`config.mk`:
```
export PLATFORM = sky130hd
export DESIGN_NAME = bbox_scanner_flat
export DESIGN_NICKNAME = d
export VERILOG_FILES = /design/src/rtl/bbox_scanner_if.sv /design/src/rtl/bbox_scanner.sv /design/src/flat_wrapper.sv
export SDC_FILE = /design/constraint.sdc
export NUM_CORES = 1
export LEC_CHECK = 0
export ABC_AREA = 1
export BUFFER_PORTS_ARGS = -buffer_cell sky130_fd_sc_hd__buf_2
export CAP_MARGIN = 10
export CORE_MARGIN = 4
export CORE_UTILIZATION = 52
export DETAILED_ROUTE_END_ITERATION = 8
export GPL_TIMING_DRIVEN = 0
export PLACE_DENSITY = 0.77
export REMOVE_ABC_BUFFERS = 1
export SYNTH_ARGS = -nofsm -noshare
export SYNTH_HDL_FRONTEND = slang
export SYNTH_SLANG_ARGS = --single-unit
```
`constraint.sdc`:
```
create_clock -name clk -period 12.4 [get_ports clk]
set_clock_uncertainty 0.1 [all_clocks]
set_input_delay 1.24 -clock clk [delete_from_list [all_inputs] [get_ports clk]]
set_output_delay 1.24 -clock clk [all_outputs]
set_load 0.1 [all_outputs]
```
`src/rtl/bbox_scanner_if.sv`:
```
// rtl/bbox_scanner_if.sv - byte read bus between the bbox scanner and pixel memory
interface bbox_scanner_if #(
   parameter int ADDR_W = 32
);
   logic              rd_req;
   logic [ADDR_W-1:0] addr;
   logic [7:0]        rddata;
   logic              rd_valid;

   modport master (output rd_req, output addr, input rddata, input rd_valid);
   modport slave  (input rd_req, input addr, output rddata, output rd_valid);
endinterface

```
`src/rtl/bbox_scanner.sv`:
```
// rtl/bbox_scanner.sv - foreground bounding-box scanner over a packed-pixel bitmap
module bbox_scanner #(
   parameter int BPP     = 3,
   parameter int COORD_W = 11,
   parameter int ADDR_W  = 32,
   parameter int CNT_W   = 22
) (
   input  logic               clk,
   input  logic               rst,
   input  logic               i_start,
   input  logic [COORD_W-1:0] i_width,
   input  logic [COORD_W-1:0] i_height,
   input  logic [ADDR_W-1:0]  i_base_addr,
   input  logic [7:0]         i_threshold,
   input  logic               i_bottom_up,
   input  logic               i_pad4,
   input  logic               i_all_ch,
   bbox_scanner_if.master     mem,
   output logic               o_busy,
   output logic               o_done,
   output logic               o_found,
   output logic [COORD_W-1:0] o_x_min,
   output logic [COORD_W-1:0] o_x_max,
   output logic [COORD_W-1:0] o_y_min,
   output logic [COORD_W-1:0] o_y_max,
   output logic [CNT_W-1:0]   o_fg_count
);

   localparam int CH_W = (BPP > 1) ? $clog2(BPP) : 1;
   localparam logic [CH_W-1:0] LAST_CH = CH_W'(BPP - 1);

   localparam logic [1:0] S_IDLE  = 2'd0;
   localparam logic [1:0] S_SETUP = 2'd1;
   localparam logic [1:0] S_FETCH = 2'd2;
   localparam logic [1:0] S_DONE  = 2'd3;

   logic [1:0]         r_state;
   logic [COORD_W-1:0] r_width;
   logic [COORD_W-1:0] r_height;
   logic [ADDR_W-1:0]  r_base;
   logic [7:0]         r_thr;
   logic               r_bottom_up;
   logic               r_pad4;
   logic               r_all_ch;
   logic [ADDR_W-1:0]  r_stride;
   logic [ADDR_W-1:0]  r_row_base;
   logic [ADDR_W-1:0]  r_addr;
   logic [COORD_W-1:0] r_x;
   logic [COORD_W-1:0] r_y;
   logic [CH_W-1:0]    r_ch;
   logic               r_acc;

   logic               r_found;
   logic [COORD_W-1:0] r_x_min;
   logic [COORD_W-1:0] r_x_max;
   logic [COORD_W-1:0] r_y_min;
   logic [COORD_W-1:0] r_y_max;
   logic [CNT_W-1:0]   r_fg_count;

   logic [ADDR_W-1:0]  w_stride_raw;
   logic [ADDR_W-1:0]  w_stride;
   logic [ADDR_W-1:0]  w_first_row;
   logic [ADDR_W-1:0]  w_next_row;
   logic               w_start_ok;
   logic               w_accept;
   logic               w_byte_fg;
   logic               w_pix_fg;
   logic               w_last_ch;
   logic               w_last_x;
   logic               w_last_y;
   logic               w_hit;
   logic               w_empty;

   // Stride and first-row address are only consumed in SETUP, from latched config.
   assign w_stride_raw = ADDR_W'(r_width) * ADDR_W'(BPP);
   assign w_stride     = r_pad4 ? ((w_stride_raw + ADDR_W'(3)) & ~ADDR_W'(3)) : w_stride_raw;
   assign w_first_row  = r_bottom_up ? (r_base + (ADDR_W'(r_height) - ADDR_W'(1)) * w_stride)
                                     : r_base;
   assign w_next_row   = r_bottom_up ? (r_row_base - r_stride) : (r_row_base + r_stride);
   assign w_empty      = (r_width == '0) || (r_height == '0);

   assign w_start_ok = i_start && ((r_state == S_IDLE) || (r_state == S_DONE));
   assign w_accept   = (r_state == S_FETCH) && mem.rd_valid;
   assign w_byte_fg  = (mem.rddata < r_thr);
   // First channel seeds the pixel flag; later channels fold in with AND or OR.
   assign w_pix_fg   = (r_ch == '0) ? w_byte_fg
                     : (r_all_ch ? (r_acc & w_byte_fg) : (r_acc | w_byte_fg));
   assign w_last_ch  = (r_ch == LAST_CH);
   assign w_last_x   = (r_x == r_width - COORD_W'(1));
   assign w_last_y   = (r_y == r_height - COORD_W'(1));
   assign w_hit      = w_accept && w_last_ch && w_pix_fg;

   assign mem.rd_req = (r_state == S_FETCH);
   assign mem.addr   = r_addr;
   assign o_busy     = (r_state == S_SETUP) || (r_state == S_FETCH);
   assign o_done     = (r_state == S_DONE);
   assign o_found    = r_found;
   assign o_x_min    = r_x_min;
   assign o_x_max    = r_x_max;
   assign o_y_min    = r_y_min;
   assign o_y_max    = r_y_max;
   assign o_fg_count = r_fg_count;

   // Scan control: config latch, address walk (byte increment, row jump) and state.
   always_ff @(posedge clk or posedge rst) begin
      if (rst) begin
         r_state     <= S_IDLE;
         r_width     <= '0;
         r_height    <= '0;
         r_base      <= '0;
         r_thr       <= '0;
         r_bottom_up <= 1'b0;
         r_pad4      <= 1'b0;
         r_all_ch    <= 1'b0;
         r_stride    <= '0;
         r_row_base  <= '0;
         r_addr      <= '0;
         r_x         <= '0;
         r_y         <= '0;
         r_ch        <= '0;
         r_acc       <= 1'b0;
      end else begin
         case (r_state)
            S_IDLE, S_DONE: begin
               if (i_start) begin
                  r_width     <= i_width;
                  r_height    <= i_height;
                  r_base      <= i_base_addr;
                  r_thr       <= i_threshold;
                  r_bottom_up <= i_bottom_up;
                  r_pad4      <= i_pad4;
                  r_all_ch    <= i_all_ch;
                  r_state     <= S_SETUP;
               end
            end
            S_SETUP: begin
               r_stride   <= w_stride;
               r_row_base <= w_first_row;
               r_addr     <= w_first_row;
               r_x        <= '0;
               r_y        <= '0;
               r_ch       <= '0;
               r_acc      <= 1'b0;
               r_state    <= w_empty ? S_DONE : S_FETCH;
            end
            S_FETCH: begin
               if (mem.rd_valid) begin
                  r_acc <= w_pix_fg;
                  if (!w_last_ch) begin
                     r_ch   <= r_ch + CH_W'(1);
                     r_addr <= r_addr + ADDR_W'(1);
                  end else begin
                     r_ch <= '0;
                     if (!w_last_x) begin
                        r_x    <= r_x + COORD_W'(1);
                        r_addr <= r_addr + ADDR_W'(1);
                     end else begin
                        r_x <= '0;
                        if (w_last_y) begin
                           r_state <= S_DONE;
                        end else begin
                           r_y        <= r_y + COORD_W'(1);
                           r_row_base <= w_next_row;
                           r_addr     <= w_next_row;
                        end
                     end
                  end
               end
            end
            default: r_state <= S_IDLE;
         endcase
      end
   end

   // Results: cleared on an accepted start, updated on the last byte of a foreground pixel.
   always_ff @(posedge clk or posedge rst) begin
      if (rst) begin
         r_found    <= 1'b0;
         r_x_min    <= '0;
         r_x_max    <= '0;
         r_y_min    <= '0;
         r_y_max    <= '0;
         r_fg_count <= '0;
      end else if (w_start_ok) begin
         r_found    <= 1'b0;
         r_x_min    <= '0;
         r_x_max    <= '0;
         r_y_min    <= '0;
         r_y_max    <= '0;
         r_fg_count <= '0;
      end else if (w_hit) begin
         if (!r_found) begin
            r_x_min <= r_x;
            r_x_max <= r_x;
            r_y_min <= r_y;
            r_y_max <= r_y;
         end else begin
            if (r_x < r_x_min) r_x_min <= r_x;
            if (r_x > r_x_max) r_x_max <= r_x;
            if (r_y < r_y_min) r_y_min <= r_y;
            if (r_y > r_y_max) r_y_max <= r_y;
         end
         r_found <= 1'b1;
         if (!(&r_fg_count)) r_fg_count <= r_fg_count + CNT_W'(1);
      end
   end

endmodule

```
`src/flat_wrapper.sv`:
```
// flat-port wrapper written by rule: the top's interface ports become plain ports
module bbox_scanner_flat 
#(
   parameter int BPP     = 3,
   parameter int COORD_W = 11,
   parameter int ADDR_W  = 32,
   parameter int CNT_W   = 22
)
  (clk, rst, i_start, i_width, i_height, i_base_addr, i_threshold, i_bottom_up, i_pad4, i_all_ch, o_busy, o_done, o_found, o_x_min, o_x_max, o_y_min, o_y_max, o_fg_count, mem_rd_req, mem_addr, mem_rddata, mem_rd_valid);
  bbox_scanner_if #(.ADDR_W(ADDR_W)) mem_i ();
  input  logic clk;
  input  logic rst;
  input  logic i_start;
  input  logic [COORD_W-1:0] i_width;
  input  logic [COORD_W-1:0] i_height;
  input  logic [ADDR_W-1:0] i_base_addr;
  input  logic [7:0] i_threshold;
  input  logic i_bottom_up;
  input  logic i_pad4;
  input  logic i_all_ch;
  output logic o_busy;
  output logic o_done;
  output logic o_found;
  output logic [COORD_W-1:0] o_x_min;
  output logic [COORD_W-1:0] o_x_max;
  output logic [COORD_W-1:0] o_y_min;
  output logic [COORD_W-1:0] o_y_max;
  output logic [CNT_W-1:0] o_fg_count;
  output wire logic [$bits(mem_i.rd_req)-1:0] mem_rd_req;
  output wire logic [$bits(mem_i.addr)-1:0] mem_addr;
  input wire logic [$bits(mem_i.rddata)-1:0] mem_rddata;
  input wire logic [$bits(mem_i.rd_valid)-1:0] mem_rd_valid;
  assign mem_rd_req = mem_i.rd_req;
  assign mem_addr = mem_i.addr;
  assign mem_i.rddata = mem_rddata;
  assign mem_i.rd_valid = mem_rd_valid;
  bbox_scanner #(.BPP(BPP), .COORD_W(COORD_W), .ADDR_W(ADDR_W), .CNT_W(CNT_W)) u_core (.clk(clk), .rst(rst), .i_start(i_start), .i_width(i_width), .i_height(i_height), .i_base_addr(i_base_addr), .i_threshold(i_threshold), .i_bottom_up(i_bottom_up), .i_pad4(i_pad4), .i_all_ch(i_all_ch), .mem(mem_i), .o_busy(o_busy), .o_done(o_done), .o_found(o_found), .o_x_min(o_x_min), .o_x_max(o_x_max), .o_y_min(o_y_min), .o_y_max(o_y_max), .o_fg_count(o_fg_count));
endmodule
```
==> reports/summary.md, run 1 <==
The first global-routing pass estimated 134 mm of wire. The min-delay analysis places its worst path in the category reg2reg. The filler cells instantiated in the layout total 5,047. The total count of hold-check failures in the final report is 0, and the detailed-placement wirelength estimate is 67.2 mm. The logs give 0 ns for the final total negative setup slack and 53,000 µm² for the core box area.

After synthesis, the mean cell area works out to 7.01 µm². The number of enable flip-flop cells after synthesis was 0. The total wire length was 84.0 mm.

The global-route total usage across every layer came out at 0.292. The run gives 2.46 ns as the slack of the critical path. The routed layout has 26,300 vias. The startpoint-to-endpoint class of the critical path is reg2reg. Remaining routing DRC violations: 0. For the placer congestion estimate, the log shows 1.01. The proportion of layout cells with a drive suffix above 1 is 0.0740.

The worst-case setup slack after placement was 2.45 ns. Die outline width: 240 µm. The slowest library cell on the worst path is fa_1.

Hold repair after CTS inserted 0 buffers. The site row count was 84; the yosys synthesis warning count was 0. The number of nets in the final layout was 4,682; the biggest fanout along the worst timing path was 19.

The clock insertion delay at the later pin of the skew report is 0.61 ns. After detailed routing, the number of vias per cell comes to 5.43. The synthesized design contains 237 register bits. The tools report the reg-to-reg critical path startpoint as u_core.r_height[0]$_DFFE_PP0P_. The path with the worst hold slack has its endpoint at u_core.r_row_base[0]$_DFFE_PP0P_. Derived from the worst setup path, the maximum achievable clock frequency is 0.101 GHz.

For the pin with the worst max-slew slack, the measured transition is 1.26 ns. The worst hold path startpoint is u_core.r_row_base[0]$_DFFE_PP0P_. After clock tree synthesis, the repair step resized 0 gates.

Maximum vdd drop: 0.124 mV. For the number of violations of the max-capacitance limit, the log shows 0. The tools report the end of the worst register-to-register path as u_core.r_row_base[15]$_DFFE_PP0P_.

The repair_antennas step left the layout with diodes totalling 0. In this run the power density over the cells is 83.6 nW/µm². Buffers added to address setup during post-CTS repair amount to 0. For this design, the sink count on the clock tree is 237.

For the finished layout, the period the worst path requires is 9.94 ns. The logs give 0 for the number of nets with antenna violations after routing and 106 for the pin count of the biggest net entering global routing. Most instantiated flip-flop cell in the synthesis netlist: dfrtp_1.

Measured along the y axis, the die boundary spans 240 µm. In this run the tool buffered the top-level ports with 178 buffer cells. In this run the clock root is driven by a clkbuf_16.

Setup repair after global routing left no endpoint under its margin. Clock-pin slew was measured on the worst setup and hold paths at 0.06 ns. Grouping stages by cell kind, the critical path spends the most delay in adder cells. The count of cells in the finished layout, fillers not included, comes to 4,848. For the worst setup path, the data arrival time is 10.32 ns.

Setup slack on the worst reg-to-reg path comes out at 2.46 ns. The number of cell instances on the worst register-to-register path was 32; the number of buffers between clock root and the deepest sink was 3. Counting both buffers and inverters, the worst setup path holds a total of 9. The tools report the via count of the first global-routing pass as 25,200.

Synthesis instantiated 55 different standard cells from the library. The analysis attributes to cell leakage a power of 16.8 nW. In the final layout, the multi-input gates occupy 18,900 µm². The area growth from synthesis to final layout works out to 9.28%.

The initial antenna violation count was 0. The run gives 8 as the first-pass detailed-route iteration total. TritonCTS built the clock tree. Summed over all layers, the global routing overflow is 0. The final setup violation count is 0. Part of the cycle the worst path needs: 0.801. The share of the core filled with cells came out at 0.579. In this run the number of cells on the critical path is 32. Synthesis handed over a netlist of 4,003 instances. The flow ran to the end, and the final reports show no timing, DRC or antenna violations. For this design the top-level I/O count stands at 179. Counting instances, the worst hold path has a depth of 2. Max-slew violation count: 0.

Endpoint type of the worst setup path: a flop. The sequential cells in the finished layout cover a total of 5930 µm². In this design, the critical path's most frequently occurring cell is inv_1. The worst setup path is launched from a flop. The die covers 57,800 µm².

The run gives 12.78 ns as the required time at the worst-slack endpoint. In the final routed layout, each cell accounts on average for 17.3 µm. The share of synthesized flip-flops with an asynchronous set or reset was 1.00. The logs give 30 for the number of buffers added by the clock tree synthesis step and 0.530 for the starting utilization of the core area. In this design, the stage delay of the slowest critical-path cell is 0.70 ns. Commonest non-fill, non-tap cell in the layout: nand2_1. The normalized max-slew margin came out at 0.157. The starting DRC count in detailed routing is 2,436, and the placed instance count is 4,793. In the layout the commonest cells are nand2_1 (1,189), inv_1 (742), nor2_1 (366). The run gives 0.211 as the sequential share of the synthesized area. Maximum level of the CTS H-tree: 1. The run gives 28,100 µm² as the synthesized area.

The total power consumption of the routed design was 2.56 mW.
[area by class of cell]
type                    instances  share of cell area
inverters                     762              0.0938
clock buffers                  45              0.0309
flip-flops and latches        237               0.193
multi-input cells            2923               0.616
clock inverters                 8             0.00249
well taps                     688              0.0281
repair buffers                185              0.0351
[report_power, final]
group          leakage [nW]  switching (mW)  internal, mW
sequential             2.64          0.0744         0.833
clock                 0.501           0.376         0.542
combinational          13.6           0.601         0.137
[synthesized netlist by cell type, drive strengths merged, types with 27 or more instances]
cell / instances / area, µm²
o21ai: 187 / 943
nand3: 191 / 998
fa: 244 / 4880
ha: 222 / 2780
o31ai: 27 / 203
a21oi: 173 / 877
nor3: 47 / 235
nand4: 57 / 363
nand2: 1198 / 4530
dfrtp: 237 / 5930
clkbuf: 55 / 208
nor2: 390 / 1560
xor2: 90 / 811
inv: 755 / 2840
[kinds of logic (layout without fill, tap and decap cells)]
family                   after synthesis  after routing  share of synthesized area
AND/OR/NAND/NOR                     1921           1921                      0.283
buffers and inverters                843           1000                      0.116
adder cells (fa/ha/maj)              466            466                      0.273
AO/OA/AOI/OAI                        424            424                     0.0819
flip-flops                           237            237                      0.211
XOR/XNOR                             112            112                     0.0357
[metal layers]
metal / vias to the layer above / share of wire / GRT usage
li1: 12600 / - / -
met1: 12500 / 0.43 / 0.408
met2: 1044 / 0.44 / 0.459
met3: 195 / 0.086 / 0.0533
met4: 0 / 0.043 / 0.104
met5: - / 0 / 0
[how the worst max path moves through the flow]
| stage | start | slack, ns | end |
|---|---|---|---|
| floorplan | u_core.r_width[0]$_DFFE_PP0P_ | 4.25 | u_core.r_row_base[28]$_DFFE_PP0P_ |
| global placement | rst | 1.33 | u_core.r_row_base[0]$_DFFE_PP0P_ |
| detailed placement | u_core.r_width[0]$_DFFE_PP0P_ | 2.45 | u_core.r_row_base[15]$_DFFE_PP0P_ |
| CTS | u_core.r_width[0]$_DFFE_PP0P_ | 2.41 | u_core.r_row_base[15]$_DFFE_PP0P_ |
| global route | u_core.r_width[0]$_DFFE_PP0P_ | 1.96 | u_core.r_row_base[28]$_DFFE_PP0P_ |
| finish | u_core.r_height[0]$_DFFE_PP0P_ | 2.46 | u_core.r_row_base[15]$_DFFE_PP0P_ |
[stage by stage]
| step | cell area [µm²] | hold slack, ns |
|---|---|---|
| floorplan | 27700 | 0.349 |
| global placement | 29400 | 0.366 |
| detailed placement | 29600 | 0.368 |
| CTS | 30600 | 0.387 |
| global route | 30700 | 0.404 |
| finish | 30700 | 0.389 |
[worst reg2reg max path: cells and delay by family (launching register included)]
family | cells | cell delay [ns]
buf+inv | 9 | 1.53
flops | 1 | 0.64
xor+xnor | 1 | 0.25
compound gates | 3 | 1.30
fa+ha+maj | 9 | 4.22
simple gates | 10 | 1.78
[flip-flops by register name (all words and copies together) (netlist names), 8 cells and up]
name               count
u_core.mem.addr       32
u_core.o_x_max        11
u_core.r_width        11
u_core.r_stride       14
u_core.r_x            11
u_core.r_height       11
u_core.r_thr           8
u_core.o_fg_count     22
u_core.r_base         32
u_core.o_x_min        11
u_core.o_y_min        11
u_core.r_row_base     32
u_core.r_y            11
u_core.o_y_max        11
Note: power is estimated with default switching activity, not from simulation.
==> run 2, diff against run 1 <==
ABC_AREA = 0   (was 1)
clock period = 10.39 ns   (was 12.4 ns; I/O delays follow)
==> reports/summary.md, run 2 <==
The run finished with clean final reports. The total global routing overflow came out at 0 (unchanged). The total count of hold-check failures in the final report was 0 (unchanged); the synthesized area was 26,000 µm² (-7.6%). The delay of the slowest cell on the worst path came out at 0.57 ns (-0.13 ns).

The placer congestion estimate was 0.935 (-7.0%); the detailed-placement wirelength estimate was 53.6 mm (-20%). The run gives 53,600 µm² (-7.3%) as the die area. Total vias in the final route: 21,400 (-19%). After synthesis, the cell types taking the most area are dfrtp_1 (23%), fa_1 (19%), ha_1 (11%). The number of buffers between clock root and the deepest sink came out at 3 (unchanged).

The average via count per standard cell came out at 5.64 (+3.9%). The share of synthesized flip-flops with an asynchronous set or reset was 1.00 (unchanged). The starting utilization of the core area is 0.528 (-0.00200).

Startpoint-to-endpoint class of the critical path: reg2reg. The routed wire length per instance was 18.2 µm (+4.8%). The tools report the number of clock sinks as 237 (unchanged). The worst-margin pin slew is 1.36 ns (+0.106 ns), and the maximum level of the CTS H-tree is 1 (unchanged). The final setup violation count is 0 (unchanged), and the core box area is 49,200 µm² (-7.2%).

Clock period minus final worst setup slack: 10.0 ns (+0.0627 ns). Counting instances in the post-synthesis netlist gives the leading cell types as inv_1 (494), nand2_1 (340), fa_1 (244). The remaining routing DRC violations is 0 (unchanged), and the signal arrival time at the worst endpoint is 10.36 ns (+0.04 ns). The area growth from synthesis to final layout is 10.8%, and the number of buffers added by the clock tree synthesis step is 27 (-10%). The biggest fanout along the worst timing path came out at 11 (-8). Non-filler instance count after layout: 3,790 (-22%). The fmax was 0.100 GHz (-0.63%). The worst hold path belongs to the class in2async. Largest delay contributor family on the critical path: adder cells. The logs give 3,649 (-22%) for the number of nets in the final layout and 27,600 µm² (-6.9%) for the total cell area at the placement stage. The number of enable flip-flop cells after synthesis is 0 (unchanged).

The mean post-synth cell area is 8.70 µm² (+24%), and the starting DRC count in detailed routing is 1,679 (-31%). The tools report the first-pass GRT wire length as 112 mm (-17%). The number of instances in the synthesized netlist is 2,983 (-25%), and the initial antenna violation count is 1 (+1). For this run, the leading register cell type out of synthesis is dfrtp_1. The tools report the placed instance count as 3,729 (-22%). The clock transition time at the flip-flop clock pins of the worst setup and hold paths is 0.06 ns (about the same).

The top cell type by total area after synthesis is dfrtp_1. The number of synthesized register bits was 237 (unchanged); the count of buffer and inverter cells on the critical path was 6 (-3). The vertical die dimension works out to 231 µm (-3.7%).

The top-area cell type share of the netlist area was 0.228 (+0.0173); the first-pass detailed-route iteration total was 6 (-2). Critical path startpoint category: a flop. The clock insertion delay at the later pin of the skew report was 0.57 ns (-0.04 ns); the via count of the first global-routing pass was 21,100 (-16%).

The run gives 0 (unchanged) as the number of buffers added to fix hold violations after cts. The number of nets with antenna violations after routing is 0 (unchanged). The cell with the most instances after synthesis was inv_1. The endpoint type of the worst setup path was a flop.

The logs give 179 (unchanged) for the total I/O pin count and 28,800 µm² (-6.3%) for the post-route cell area. The tools report the total wire length as 68.8 mm (-18%). Site row count: 81 (-3.6%). For the number of violations of the max-capacitance limit, the log shows 0 (unchanged).

The global-route total usage across every layer was 0.257 (-0.0351); the required time at the worst-slack endpoint was 10.75 ns (-2.03 ns). The top cell types in the final layout, fill and taps aside, are inv_1 (493), nand2_1 (339), fa_1 (244). Leaving out fill and tap cells, the most frequent cell in the layout is inv_1.

The number of port buffers was 178 (unchanged). The most frequent cell on the critical path was fa_1. The number of distinct library cells after synthesis came out at 86 (+56%).

The pin count of the biggest net entering global routing was 102 (-3.8%); the die outline width was 231 µm (-3.7%). TritonCTS built the clock tree. The slowest stage of the critical path belongs to the cell a211oi_1. The count of inserted antenna diode cells came out at 0 (unchanged). Part of the cycle the worst path needs: 0.962 (+0.161). The tools report the max-slew violation count as 0 (unchanged). The clock tree root driver cell was clkbuf_16. The tools report the yosys synthesis warning count as 0 (unchanged). The tools report the sequential share of the synthesized area as 0.228 (+0.0173). The normalized max-slew margin is 0.0778 (-0.0787), and the final total negative setup slack is 0 ns (unchanged). Proportion of layout cells with a drive suffix above 1: 0.116 (+0.0424).
==> run 2: path summary, 6_finish.rpt <==
check,slack (ns),start,end,cells past startpoint
hold reg to reg,0.38,u_core.r_row_base[0]$_DFFE_PP0P_,u_core.r_row_base[0]$_DFFE_PP0P_,2
setup / recovery,0.39,u_core.r_width[0]$_DFFE_PP0P_,u_core.r_row_base[17]$_DFFE_PP0P_,34
max in group asynchronous,8.91,rst,u_core.r_bottom_up$_DFFE_PP0P_,3
min in group clk,0.38,u_core.r_row_base[0]$_DFFE_PP0P_,u_core.r_row_base[0]$_DFFE_PP0P_,2
hold / removal,0.37,rst,u_core.r_thr[7]$_DFFE_PP0P_,2
setup reg to reg,0.39,u_core.r_width[0]$_DFFE_PP0P_,u_core.r_row_base[17]$_DFFE_PP0P_,34
==> run 2: through the flow <==
stage               hold WS, ns  utilization  worst slack [ns]
floorplan                 0.347            -             0.547
global placement          0.362        0.553             -1.78
detailed placement        0.373        0.561            -0.360
CTS                       0.379        0.579            0.0182
global route              0.399        0.585          -0.00347
finish                    0.368        0.585             0.390
==> run 2: per-layer routing <==
metal | track usage | routed length [µm]
met2 | 0.415 | 32200
met5 | 0 | 16
met3 | 0.0334 | 4390
met1 | 0.354 | 29300
met4 | 0.102 | 2930
==> run 2: layout make-up <==
cell class,instances,area [µm²]
clock buffer,36,749
clock inverter,13,130
fill,4299,20400
inverter,494,1860
multi-input combinational,2141,18000
sequential,237,5930
tap,664,831
timing repair buffer,205,1270
==> run 2: cells by family (layout without fill, tap and decap cells) <==
| family | Yosys count | after routing | synth area share |
|---|---|---|---|
| simple gates | 880 | 880 | 0.160 |
| buf+inv | 605 | 748 | 0.0897 |
| compound gates | 562 | 562 | 0.141 |
| fa+ha+maj | 467 | 467 | 0.296 |
| flops | 237 | 237 | 0.228 |
| xor+xnor | 165 | 165 | 0.0576 |
| mux | 67 | 67 | 0.0274 |
==> run 2: what timing repair did <==
action                                  in CTS  in global routing
resized for setup                            7                 33
pin swaps                                    0                  8
setup buffers                                0                  8
endpoints found under the setup margin      13                 32
Power of run 2 is left out: the tool's default activity adds up to more than one toggle a clock period on the data nets, which glitch-free logic cannot reach.
==> run 3, diff against run 2 <==
CORE_UTILIZATION = 40   (was 52)
PLACE_DENSITY = 0.64   (was 0.77)
==> reports/summary.md, run 3 (same netlist as run 2, synthesis figures left out) <==
For the total global routing overflow, the log shows 0 (unchanged). The library cells used most frequently in the layout, excluding fill and tap cells, are inv_1 (492), nand2_1 (339), fa_1 (244). The delay of the slowest cell on the worst path was 0.59 ns (+0.02 ns). The number of clock sinks came out at 237 (unchanged). The tree is rooted in a clkbuf_16. The number of buffers added by the clock tree synthesis step is 30 (+11%). The run gives 93 (+15%) as the site row count. The first-pass GRT wire length came out at 122 mm (+9.6%). The tightest min-delay check is of the in2async type. For the starting utilization of the core area, the log shows 0.403 (-0.125).

The run gives 0.115 (+0.0376) as the normalized max-slew margin. The number of cell instances on the worst register-to-register path was 34 (unchanged). The total vias in the final route is 21,600 (+0.96%), and the number of nets with antenna violations after routing is 0 (unchanged). The logs give 4,014 (+5.9%) for the non-filler instance count after layout and 6,250 (+45%) for the layout filler cell count. The worst setup path is captured at a flop.

The count of buffer and inverter cells on the critical path was 6 (unchanged); the biggest fanout along the worst timing path was 6 (-5). For the core box area, the log shows 64,300 µm² (+31%). The routed wire length per instance was 19.0 µm (+4.6%). The area growth from synthesis to final layout was 13.9%. Number of nets in the final layout: 3,677 (+0.77%). The proportion of layout cells with a drive suffix above 1 came out at 0.131 (+0.0147). The tools report the placed instance count as 3,925 (+5.3%). The flow ran to the end, and the final reports show no timing, DRC or antenna violations.

For the number of buffers between clock root and the deepest sink, the log shows 3 (unchanged). For the max-slew violation count, the log shows 0 (unchanged). The number of port buffers is 178 (unchanged). The total wire length is 76.2 mm (+11%).

The startpoint-to-endpoint class of the critical path is reg2reg. The part of the cycle the worst path needs is 0.975 (+0.0129). The fmax is 0.0987 GHz (-1.3%).

The slowest library cell on the worst path is a2111oi_4. The maximum level of the CTS H-tree came out at 1 (unchanged). The critical path depth was 34 (unchanged); the number of violations of the max-capacitance limit was 0 (unchanged). The placer congestion estimate is 0.946 (+1.1%). The signal arrival time at the worst endpoint came out at 10.48 ns (+0.12 ns).

The run gives 29,600 µm² (+2.8%) as the post-route cell area. The cell that appears most often on the critical path is fa_1. The run gives 27,800 µm² (+0.99%) as the total cell area at the placement stage. The largest delay contributor family on the critical path is adder cells. STA classifies the critical path startpoint as a flop.

The clock transition time at the flip-flop clock pins of the worst setup and hold paths is 0.06 ns (about the same). The clock period minus final worst setup slack is 10.13 ns (+0.134 ns), and the worst-margin pin slew is 1.31 ns (-0.0555 ns). The run gives 1,607 (-4.3%) as the starting DRC count in detailed routing. The run gives 10.73 ns (-0.02 ns) as the required time at the worst-slack endpoint. The tools report the worst reg-to-reg setup slack as 0.26 ns (-0.13 ns).

The commonest non-fill, non-tap cell in the layout is inv_1. For the via count of the first global-routing pass, the log shows 21,700 (+2.7%). Clock insertion delay at the later pin of the skew report: 0.60 ns (+0.03 ns). The slack of the critical path is 0.256 ns (-0.134 ns), and the remaining routing DRC violations is 0 (unchanged). The global-route total usage across every layer is 0.219 (-0.0380), and the pin count of the biggest net entering global routing is 93 (-8.8%).

The total I/O pin count is 179 (unchanged). The die area was 69,000 µm² (+29%). The initial antenna violation count was 3 (+2); the total count of hold-check failures in the final report was 0 (unchanged).

The vertical die dimension works out to 263 µm (+14%). TritonCTS built the clock tree. The detailed-placement wirelength estimate was 60.2 mm (+12%).

The average via count per standard cell was 5.38 (-4.7%). The logs give -1.41 ns (-1.05 ns) for the worst-case setup slack after placement and 5 (-1) for the first-pass detailed-route iteration total. The final setup violation count is 0 (unchanged). Die outline width: 263 µm (+14%).
[run 3: path summary, 6_finish.rpt]
| kind | start | endpoint |
|---|---|---|
| max | u_core.r_width[0]$_DFFE_PP0P_ | u_core.r_row_base[27]$_DFFE_PP0P_ |
| min | rst | u_core.r_thr[2]$_DFFE_PP0P_ |
| max reg2reg | u_core.r_width[0]$_DFFE_PP0P_ | u_core.r_row_base[27]$_DFFE_PP0P_ |
| min reg2reg | u_core.r_row_base[9]$_DFFE_PP0P_ | u_core.r_row_base[9]$_DFFE_PP0P_ |
| max in group asynchronous | rst | u_core.r_width[0]$_DFFE_PP0P_ |
| min in group clk | u_core.r_row_base[9]$_DFFE_PP0P_ | u_core.r_row_base[9]$_DFFE_PP0P_ |
[run 3: worst reg2reg max path, delay by kind of cell, from the launching register on]
family	cells	cell delay, ns
flops	1	0.45
simple gates	10	2.19
buf+inv	6	0.35
fa+ha+maj	11	4.71
xor+xnor	1	0.26
compound gates	6	1.93
[run 3: what timing repair did]
action / CTS / global route
gates resized for setup: 27 / 46
gates cloned: 0 / 1
buffers inserted: 1 / 26
pin swaps: 4 / 18
endpoints found under the hold margin: 0 / 0
hold buffers: 0 / 0
endpoints found under the setup margin: 32 / 32
[run 3: routing by layer]
layer	global-route usage	wire (µm)	share of wire
met1	0.306	33700	0.44
met2	0.354	34900	0.46
met3	0.0378	5230	0.069
met4	0.0584	2440	0.032
met5	0	12	0.00016
[run 3: final cells by class]
class / count / area, µm² / area share
multi-input combinational: 2142 / 18200 / 0.615
sequential: 237 / 5930 / 0.201
inverter: 494 / 1870 / 0.0631
timing repair buffer: 229 / 1490 / 0.0505
tap: 855 / 1070 / 0.0362
clock buffer: 43 / 861 / 0.0291
clock inverter: 12 / 165 / 0.00559
antenna: 2 / 5.00 / 0.000169
[run 3: metrics by stage]
stage | hold WS [ns] | setup TNS (ns) | utilization
final | 0.365 | 0 | 0.459
after global routing | 0.389 | -0.0438 | 0.459
after CTS | 0.369 | 0 | 0.451
after detailed placement | 0.373 | -22.68 | 0.432
after global placement | 0.370 | -229.37 | 0.426
after floorplan | 0.347 | 0 | -
Power of run 3 is left out for the same reason.
